--- src/rtl/fetch_pkg.sv ---
// Shared definitions for the instruction-fetch PC sequencer: FSM encodings,
// next-PC source selects, sequential step and word-alignment helper.
package fetch_pkg;

    typedef enum logic [1:0] {
        ST_BOOT   = 2'b00,
        ST_FETCH  = 2'b01,
        ST_HALTED = 2'b10
    } state_t;

    typedef enum logic [2:0] {
        SEL_RESET = 3'd0,
        SEL_HOLD  = 3'd1,
        SEL_SEQ   = 3'd2,
        SEL_PEND  = 3'd3,
        SEL_NEW   = 3'd4
    } pc_sel_t;

    localparam logic [31:0] PC_STEP    = 32'd4;
    localparam logic [31:0] ALIGN_MASK = 32'hFFFF_FFFC;

    // Redirect targets are always word addresses.
    function automatic logic [31:0] word_align(input logic [31:0] addr);
        return addr & ALIGN_MASK;
    endfunction

endpackage

--- src/rtl/fetch_sequencer_next_pc_mux.sv ---
// Combinational next-PC source selection: reset vector, hold, sequential
// step, pending redirect or a redirect arriving this cycle.
module next_pc_mux
    import fetch_pkg::*;
#(
    parameter logic [31:0] RESET_PC = 32'h0000_0000,
    parameter logic [31:0] SEQ_STEP = 32'd4
) (
    input  pc_sel_t     sel,
    input  logic [31:0] pc_cur,
    input  logic [31:0] pend_tgt,
    input  logic [31:0] new_tgt,
    output logic [31:0] pc_next
);

    logic [31:0] pc_seq;

    // 32-bit add wraps naturally, so the top word steps back to 0.
    assign pc_seq = pc_cur + SEQ_STEP;

    always_comb begin
        pc_next = pc_cur;
        case (sel)
            SEL_RESET: pc_next = RESET_PC;
            SEL_HOLD:  pc_next = pc_cur;
            SEL_SEQ:   pc_next = pc_seq;
            SEL_PEND:  pc_next = pend_tgt;
            SEL_NEW:   pc_next = new_tgt;
            default:   pc_next = pc_cur;
        endcase
    end

endmodule

--- src/rtl/fetch_sequencer.sv ---
// Instruction-fetch PC controller: sequences fetches against imem with a
// request/ready handshake, holds on stalls and remembers blocked redirects.
module fetch_sequencer #(
    parameter logic [31:0] RESET_PC = 32'h0000_0000,
    parameter logic [31:0] PC_STEP  = fetch_pkg::PC_STEP
) (
    input  logic        clk,
    input  logic        reset_n,
    input  logic [31:0] pc_cur,
    output logic [31:0] pc_next,
    output logic        imem_req,
    input  logic        imem_ready,
    input  logic        stall,
    input  logic        branch_taken,
    input  logic [31:0] branch_target,
    input  logic        jump,
    input  logic [31:0] jump_target,
    input  logic        halt,
    output logic        fetch_valid,
    output logic        redirect,
    output logic        halted
);
    import fetch_pkg::*;

    state_t      state;
    logic        pend_vld;
    logic [31:0] pend_tgt;
    pc_sel_t     sel;
    logic        new_vld;
    logic [31:0] new_tgt;
    logic        advance;

    // Branch wins over jump when both are requested together.
    assign new_vld = branch_taken | jump;
    assign new_tgt = word_align(branch_taken ? branch_target : jump_target);
    assign advance = (state == ST_FETCH) & imem_ready & ~stall & ~halt;

    always_comb begin
        imem_req    = 1'b0;
        fetch_valid = 1'b0;
        redirect    = 1'b0;
        halted      = 1'b0;
        sel         = SEL_HOLD;
        case (state)
            ST_BOOT: sel = SEL_RESET;
            ST_FETCH: begin
                imem_req = ~halt;
                if (advance) begin
                    fetch_valid = 1'b1;
                    redirect    = new_vld | pend_vld;
                    if (new_vld)
                        sel = SEL_NEW;
                    else if (pend_vld)
                        sel = SEL_PEND;
                    else
                        sel = SEL_SEQ;
                end
            end
            ST_HALTED: halted = 1'b1;
            default:   sel = SEL_RESET;
        endcase
    end

    always_ff @(posedge clk or negedge reset_n) begin
        if (!reset_n) begin
            state    <= ST_BOOT;
            pend_vld <= 1'b0;
            pend_tgt <= '0;
        end else begin
            case (state)
                ST_BOOT: begin
                    state    <= ST_FETCH;
                    pend_vld <= 1'b0;
                end
                ST_FETCH: begin
                    if (halt) begin
                        state    <= ST_HALTED;
                        pend_vld <= 1'b0;
                    end else if (advance) begin
                        pend_vld <= 1'b0;
                    end else if (new_vld) begin
                        // Newest blocked redirect replaces any older one.
                        pend_vld <= 1'b1;
                        pend_tgt <= new_tgt;
                    end
                end
                ST_HALTED: state <= ST_HALTED;
                default: begin
                    state    <= ST_BOOT;
                    pend_vld <= 1'b0;
                end
            endcase
        end
    end

    next_pc_mux #(
        .RESET_PC (RESET_PC),
        .SEQ_STEP (PC_STEP)
    ) u_next_pc_mux (
        .sel      (sel),
        .pc_cur   (pc_cur),
        .pend_tgt (pend_tgt),
        .new_tgt  (new_tgt),
        .pc_next  (pc_next)
    );

endmodule

--- config.mk ---
export PLATFORM = sky130hd
export DESIGN_NAME = fetch_sequencer
export DESIGN_NICKNAME = d
export VERILOG_FILES = /design/src/rtl/fetch_pkg.sv /design/src/rtl/fetch_sequencer_next_pc_mux.sv /design/src/rtl/fetch_sequencer.sv
export SDC_FILE = /design/constraint.sdc
export NUM_CORES = 1
export LEC_CHECK = 0
export ABC_AREA = 0
export CORE_MARGIN = 2
export CORE_UTILIZATION = 40
export CTS_CLUSTER_SIZE = 20
export DETAILED_ROUTE_END_ITERATION = 10
export GPL_ROUTABILITY_DRIVEN = 0
export PLACE_DENSITY_LB_ADDON = 0.15
export REMOVE_ABC_BUFFERS = 1
export SLEW_MARGIN = 30
export SYNTH_ARGS = -nofsm -noshare
export SYNTH_HDL_FRONTEND = slang
export SYNTH_HIERARCHICAL = 1
export SYNTH_SLANG_ARGS = --single-unit
--- constraint.sdc ---
create_clock -name clk -period 5.7 [get_ports clk]
set_clock_uncertainty 0.1 [all_clocks]
set_input_delay 0.57 -clock clk [delete_from_list [all_inputs] [get_ports clk]]
set_output_delay 0.57 -clock clk [all_outputs]
set_load 0.02 [all_outputs]
==> flow_metrics.py <==
metrics = {
    "status": {
        "status": "finished clean",
    },
    "synth": {
        "synth_area_sq_mm": 0.003408,
        "synth_edf_count": 0,
        "synth_area_per_cell_sq_um": 8.457,
        "yosys-top-cells-count": "mux2_2 (50), o21ai_0 (48), a21oi_1 (34), nand2_1 (34), dfrtp_1 (33)",
        "ys_ff_latch": 33,
        "ys_async_sr_fraction": 1.000,
        "yosysWarnings": 6,
        "post_synth_num_cell_types": 61,
        "yosysSeqAreaShare": 0.2423,
        "synth_area_leaders": "dfrtp_1 (24%), mux2_2 (17%), o21ai_0 (7.0%)",
        "ys.flop_type": "dfrtp_1",
        "yosysTopAreaCell": "dfrtp_1",
        "syn_inst": 403,
        "synth.top_cell.area_share": 0.2423,
        "yosysMostFrequentCell": "mux2_2",
    },
    "sta": {
        "slew_headroom": 0.3821,
        "rsz0062_at_grt": "no",
        "setup_tns_ns": 0,
        "min_period_ns": 4.789,
        "tightest_slew_ns": 0.9206,
        "finalCritPeriodShare": 0.8402,
        "max_freq_ghz": 0.2088,
        "setup_violations": 0,
        "hold_violations": 0,
        "drv_slew": 0,
    },
    "cells_and_area": {
        "final_util": 0.5905,
        "postLayoutCellArea_sq_mm": 0.004876,
        "nets": 637,
        "diodes": 0,
        "synthToLayoutAreaGrowth_pct": 43.06,
        "fin_cells": 636,
        "drive_gt1_frac": 0.1770,
    },
    "cts": {
        "cts_max_path_buffers": 2,
        "postCtsSetupRepairBufs": 0,
        "cts_resized": 0,
        "cts_root_buf": "clkbuf_8",
        "path_clk_slew_ns": 0.08,
        "cts.hold.buffers_added": 0,
        "numCtsBuffers": 5,
        "cts.sinks": 33,
        "clk_latency_ns": 0.28,
        "cts_tree": "yes",
        "htree_levels": 2,
    },
    "drt": {
        "ant_nets": 0,
        "routed-via-count": 3815,
        "wl_mm": 11.17,
        "drt-pass1-iter-count": 5,
        "drc_errors": 0,
        "drtIter0Drc": 284,
        "avgRoutedWirePerCell_microns": 17.56,
        "via_per_inst": 5.998,
    },
    "floorplan": {
        "ioPinCount": 139,
        "initial_core_util": 0.4127,
        "num_rows": 33,
        "dieArea_sq_mm": 0.009275,
        "dieWidth_microns": 96.31,
        "die_y_microns": 96.31,
        "core-area_sq_mm": 0.008258,
    },
    "power": {
        "finalPower_mw": 1.967,
        "powerDensity_mw_per_mm2": 403.4,
        "p_leak_nw": 1.841,
        "internal-power_mw": 1.105,
        "p_sw_mw": 0.8615,
        "switching_share": 0.4380,
        "pwr-share-comb": 0.699,
        "pwr-share-seq": 0.212,
        "pwr-share-clk": 0.089,
        "ir_worst_vdd_mv": 0.1860,
    },
    "global_route": {
        "grt_pass1_vias": 3770,
        "antenna_found_initial": 0,
        "grt_max_degree": 36,
        "grt_usage": 0.2438,
        "grt_pass1_wl_mm": 17.91,
        "grt_overflow_total": 0,
    },
    "placed_design": {
        "io_buffers": 134,
        "place_inst": 628,
        "dpl.hpwl_mm": 8.183,
        "placed_cell_area_sq_mm": 0.004793,
    },
    "critical_path": {
        "slowest_stage": "nor2b_1",
        "slowest_delay_ns": 0.64,
        "critical_path_class": "in -> out",
        "critPathCaptureType": "output pin",
        "crit_arrival_ns": 4.12,
        "required_ns": 5.03,
        "crit_chain": "clkdlybuf4s50_1 -> and4bb_2 -> nand2_1 -> nor3_2 -> buf_4 -> nor2b_1 -> nand2_1 -> nor3_1 -> a221oi_1 -> o21ai_0 -> clkdlybuf4s50_1",
        "critPathMaxFanout": 35,
        "startpoint_type": "primary input",
    },
    "run": {
        "cap_violations": 0,
    },
    "hold_path": {
        "hold_path_class": "in -> async",
    },
}
cells by family (layout without fill, tap and decap cells):
logic type      Yosys count  in the layout  synth area share
buf+inv                  41            166           0.06498
flops                    33             33            0.2423
xor+xnor                  4              4           0.01028
simple gates            114            114            0.1810
other cells               1              4          0.001100
fa+ha+maj                 4              4           0.01468
mux                      60             60            0.2092
compound gates          146            146            0.2764
flip-flops by register name, summed over array words and instances (netlist names):
signal    flops
pend_tgt     30
state         2
pend_vld      1
layout by cell type, fill, tap and decap left out, types with 3 or more instances in the layout:
| cell | synthesis | final |
|---|---|---|
| clkbuf_8 | 0 | 5 |
| conb_1 | 1 | 4 |
| mux2_2 | 50 | 50 |
| dfrtp_1 | 33 | 33 |
| a2bb2oi_1 | 3 | 3 |
| nor2b_1 | 3 | 3 |
| a221oi_1 | 4 | 4 |
| inv_1 | 13 | 13 |
| nand2_1 | 34 | 34 |
| mux2_4 | 10 | 10 |
| ha_1 | 4 | 4 |
| nor4_1 | 3 | 3 |
| a221o_1 | 3 | 3 |
| o21ai_0 | 48 | 48 |
| a311oi_1 | 3 | 3 |
| o2bb2ai_1 | 9 | 9 |
| xnor2_1 | 3 | 3 |
| a21oi_1 | 34 | 34 |
| a31oi_1 | 4 | 4 |
| o22ai_1 | 3 | 3 |
| a22o_1 | 4 | 4 |
| nand4_1 | 7 | 7 |
| nand3_1 | 13 | 13 |
| nor2_1 | 21 | 21 |
| buf_4 | 2 | 10 |
| o31ai_1 | 5 | 5 |
| and3_1 | 3 | 3 |
| clkdlybuf4s50_1 | 0 | 132 |
| a22oi_1 | 7 | 7 |
| nor3_1 | 11 | 10 |
critical path: cells and delay by family:
kind | cells | cell delay (ns)
buf+inv | 3 | 1.39
compound gates | 2 | 0.19
simple gates | 6 | 1.93
layer usage:
layer  vias up  track usage  wire (microns)
met1      1816       0.3245            4584
met5         -            0               0
met3        25      0.03602             989
li1       1777            -               -
met4         0      0.08803             252
met2       197       0.4010            5341
power by group through the flow:
stage / combinational [mW] / clock (mW) / sequential, mW
floorplan: 0.815 / 0 / 0.399
global placement: 1.33 / 0 / 0.411
detailed placement: 1.36 / 0 / 0.421
CTS: 1.37 / 0.181 / 0.416
global route: 1.48 / 0.192 / 0.432
finish: 1.38 / 0.175 / 0.417
worst paths after layout:
check,start,to,slack (ns),cells after the start
worst max register to register,state[1]$_DFFE_PN0N_,pend_tgt[24]$_DFFE_PN0P_,3.63,6
worst min-delay path,reset_n,pend_tgt[2]$_DFFE_PN0P_,0.26,1
min in group clk,pend_tgt[22]$_DFFE_PN0P_,pend_tgt[22]$_DFFE_PN0P_,0.41,1
worst max-delay path,stall,pc_next[6],0.91,11
max in group asynchronous,reset_n,pend_tgt[14]$_DFFE_PN0P_,4.73,1
worst min register to register,pend_tgt[22]$_DFFE_PN0P_,pend_tgt[22]$_DFFE_PN0P_,0.41,1
through the flow:
| step | setup WS [ns] | hold slack (ns) |
|---|---|---|
| after global routing | 0.6561 | 0.3183 |
| final | 0.9109 | 0.2606 |
| after global placement | 0.9878 | 0.3838 |
| after CTS | 0.9781 | 0.2780 |
| after floorplan | 0.2052 | 0.1744 |
| after detailed placement | 1.006 | 0.3912 |
layout make-up:
cell class                 instances  area, sq um
fill                             772         3382
multi-input combinational        332         2377
timing repair buffer             144         1406
sequential                        33        825.8
tap                              105        131.4
clock buffer                       6        72.57
inverter                          14        52.55
clock inverter                     2        10.01
Note: power is estimated with default switching activity, not from simulation.
==> RTL change: new RTL, same flow settings <==
Register the input `branch_target` before use, cleared by the reset. The logic sees it one clock later. The other inputs are not delayed to match.
--- a/src/rtl/fetch_sequencer.sv
+++ b/src/rtl/fetch_sequencer.sv
@@ -22,6 +22,16 @@
 );
     import fetch_pkg::*;
 
+    logic [31:0] branch_target_q;
+
+    always_ff @(posedge clk or negedge reset_n) begin
+        if (!reset_n) begin
+            branch_target_q <= '0;
+        end else begin
+            branch_target_q <= branch_target;
+        end
+    end
+
     state_t      state;
     logic        pend_vld;
     logic [31:0] pend_tgt;
@@ -32,7 +42,7 @@
 
     // Branch wins over jump when both are requested together.
     assign new_vld = branch_taken | jump;
-    assign new_tgt = word_align(branch_taken ? branch_target : jump_target);
+    assign new_tgt = word_align(branch_taken ? branch_target_q : jump_target);
     assign advance = (state == ST_FETCH) & imem_ready & ~stall & ~halt;
 
     always_comb begin
Function: changed (Yosys sat finds a counterexample within 4 cycles, from zero or initial values and one cycle with reset_n low).
==> RTL change against the original RTL <==
Maximum frequency shrank 3.0%; sequential share of layout area increased by 9.8 points; sequential cell count rose by 30; cell area grew 21%; wire length up 13%; critical path depth fell by 1; area after synthesis up 25%; synthesized cell count is 7.4% higher; worst setup slack got worse by 0.15 ns; first-iteration DRC count is 7.7% lower; via count increased by 4.0%; power increased by 24%; largest cell class unchanged; highest routed layer unchanged.
==> RTL change: results (changes against the original RTL) <==
| Metric | Value |
|---|---|
| Crit path largest cell delay | 0.69 ns (+0.05 ns) |
| Fillers | 920 (+19%) |
| Later-pin clock latency in the skew report | 0.35 ns (+0.07 ns) |
| Critical path origin | state[1]$_DFFE_PN0N_ |
| WL met3 | 968 um (-2.1%) |
| ClkCell Share | 3.55% (+1.9 points) |
| Seq/Total Area, Yosys | 37.1% (+13 points) |
| VDD IR max | 0.194 mV (+4.5%) |
| Leading post-synthesis cells by cell area | dfrtp_1, mux2_4, mux2_2 |
| DRT met1 WL | 5.37 mm (+17%) |
| Commonest cells post-synth | dfrtp_1, o21ai_0, a21oi_1, nand2_1, mux2_4 |
| Critical path's slowest cell | clkdlybuf4s50_1 |
| Leak pwr | 2.37 nW (+28%) |
| TritonRoute pass-1 iters | 4 (-1) |
| Outcome | finished, final reports clean |
| Yosys reg bits | 63 (+91%) |
| Critical path data arrival time | 4.27 ns (+0.15 ns) |
| Multi-input gate share of the layout cell area | 42.0% (-6.8 points) |
| Layout cells sized above 1 | 18.1% (+0.40 points) |
| Register Area | 1580 um^2 (+91%) |
| Vias | 3966 (+4.0%) |
| 1st-iter DRT viols | 262 (-7.7%) |
| Hpwl dp | 9.11 mm (+11%) |
| P_int | 1.48 mW (+34%) |
| Signal buf overhead | 23.9% (-4.9 points) |
## RTL change: cell count changes in the layout (fill, tap and decap cells not counted), sizes merged
cell and delta:
clkbuf +7, bufinv +1, dfrtp +30
## RTL change: metrics by stage
stage / setup slack [ns] / area [um^2] / std cells
6_report: 0.761 / 5890 / 705
5_1_grt: 0.501 / 5890 / 705
4_1_cts: 0.808 / 5890 / 705
3_5_place_dp: 0.837 / 5680 / 689
3_3_place_gp: 0.886 / 5680 / 689
2_1_floorplan: 0.165 / 4090 / 409
## RTL change: per-layer routing
| metal | track usage, % | vias up |
|---|---|---|
| li1 | - | 1882 |
| met1 | 28.6 | 1896 |
| met2 | 36.1 | 164 |
| met3 | 5.23 | 24 |
| met4 | 8.91 | 0 |
| met5 | 0 | - |
## RTL change: logic make-up after synthesis
logic type                 synth area share (%)
muxes                                      18.8
adders and majority gates                  1.18
AOI/OAI and AO/OA                          22.2
xor gates and xnor gates                  0.824
other                                    0.0882
DFF                                        37.1
and+or+nand+nor                            14.6
buffers and inverters                      5.21
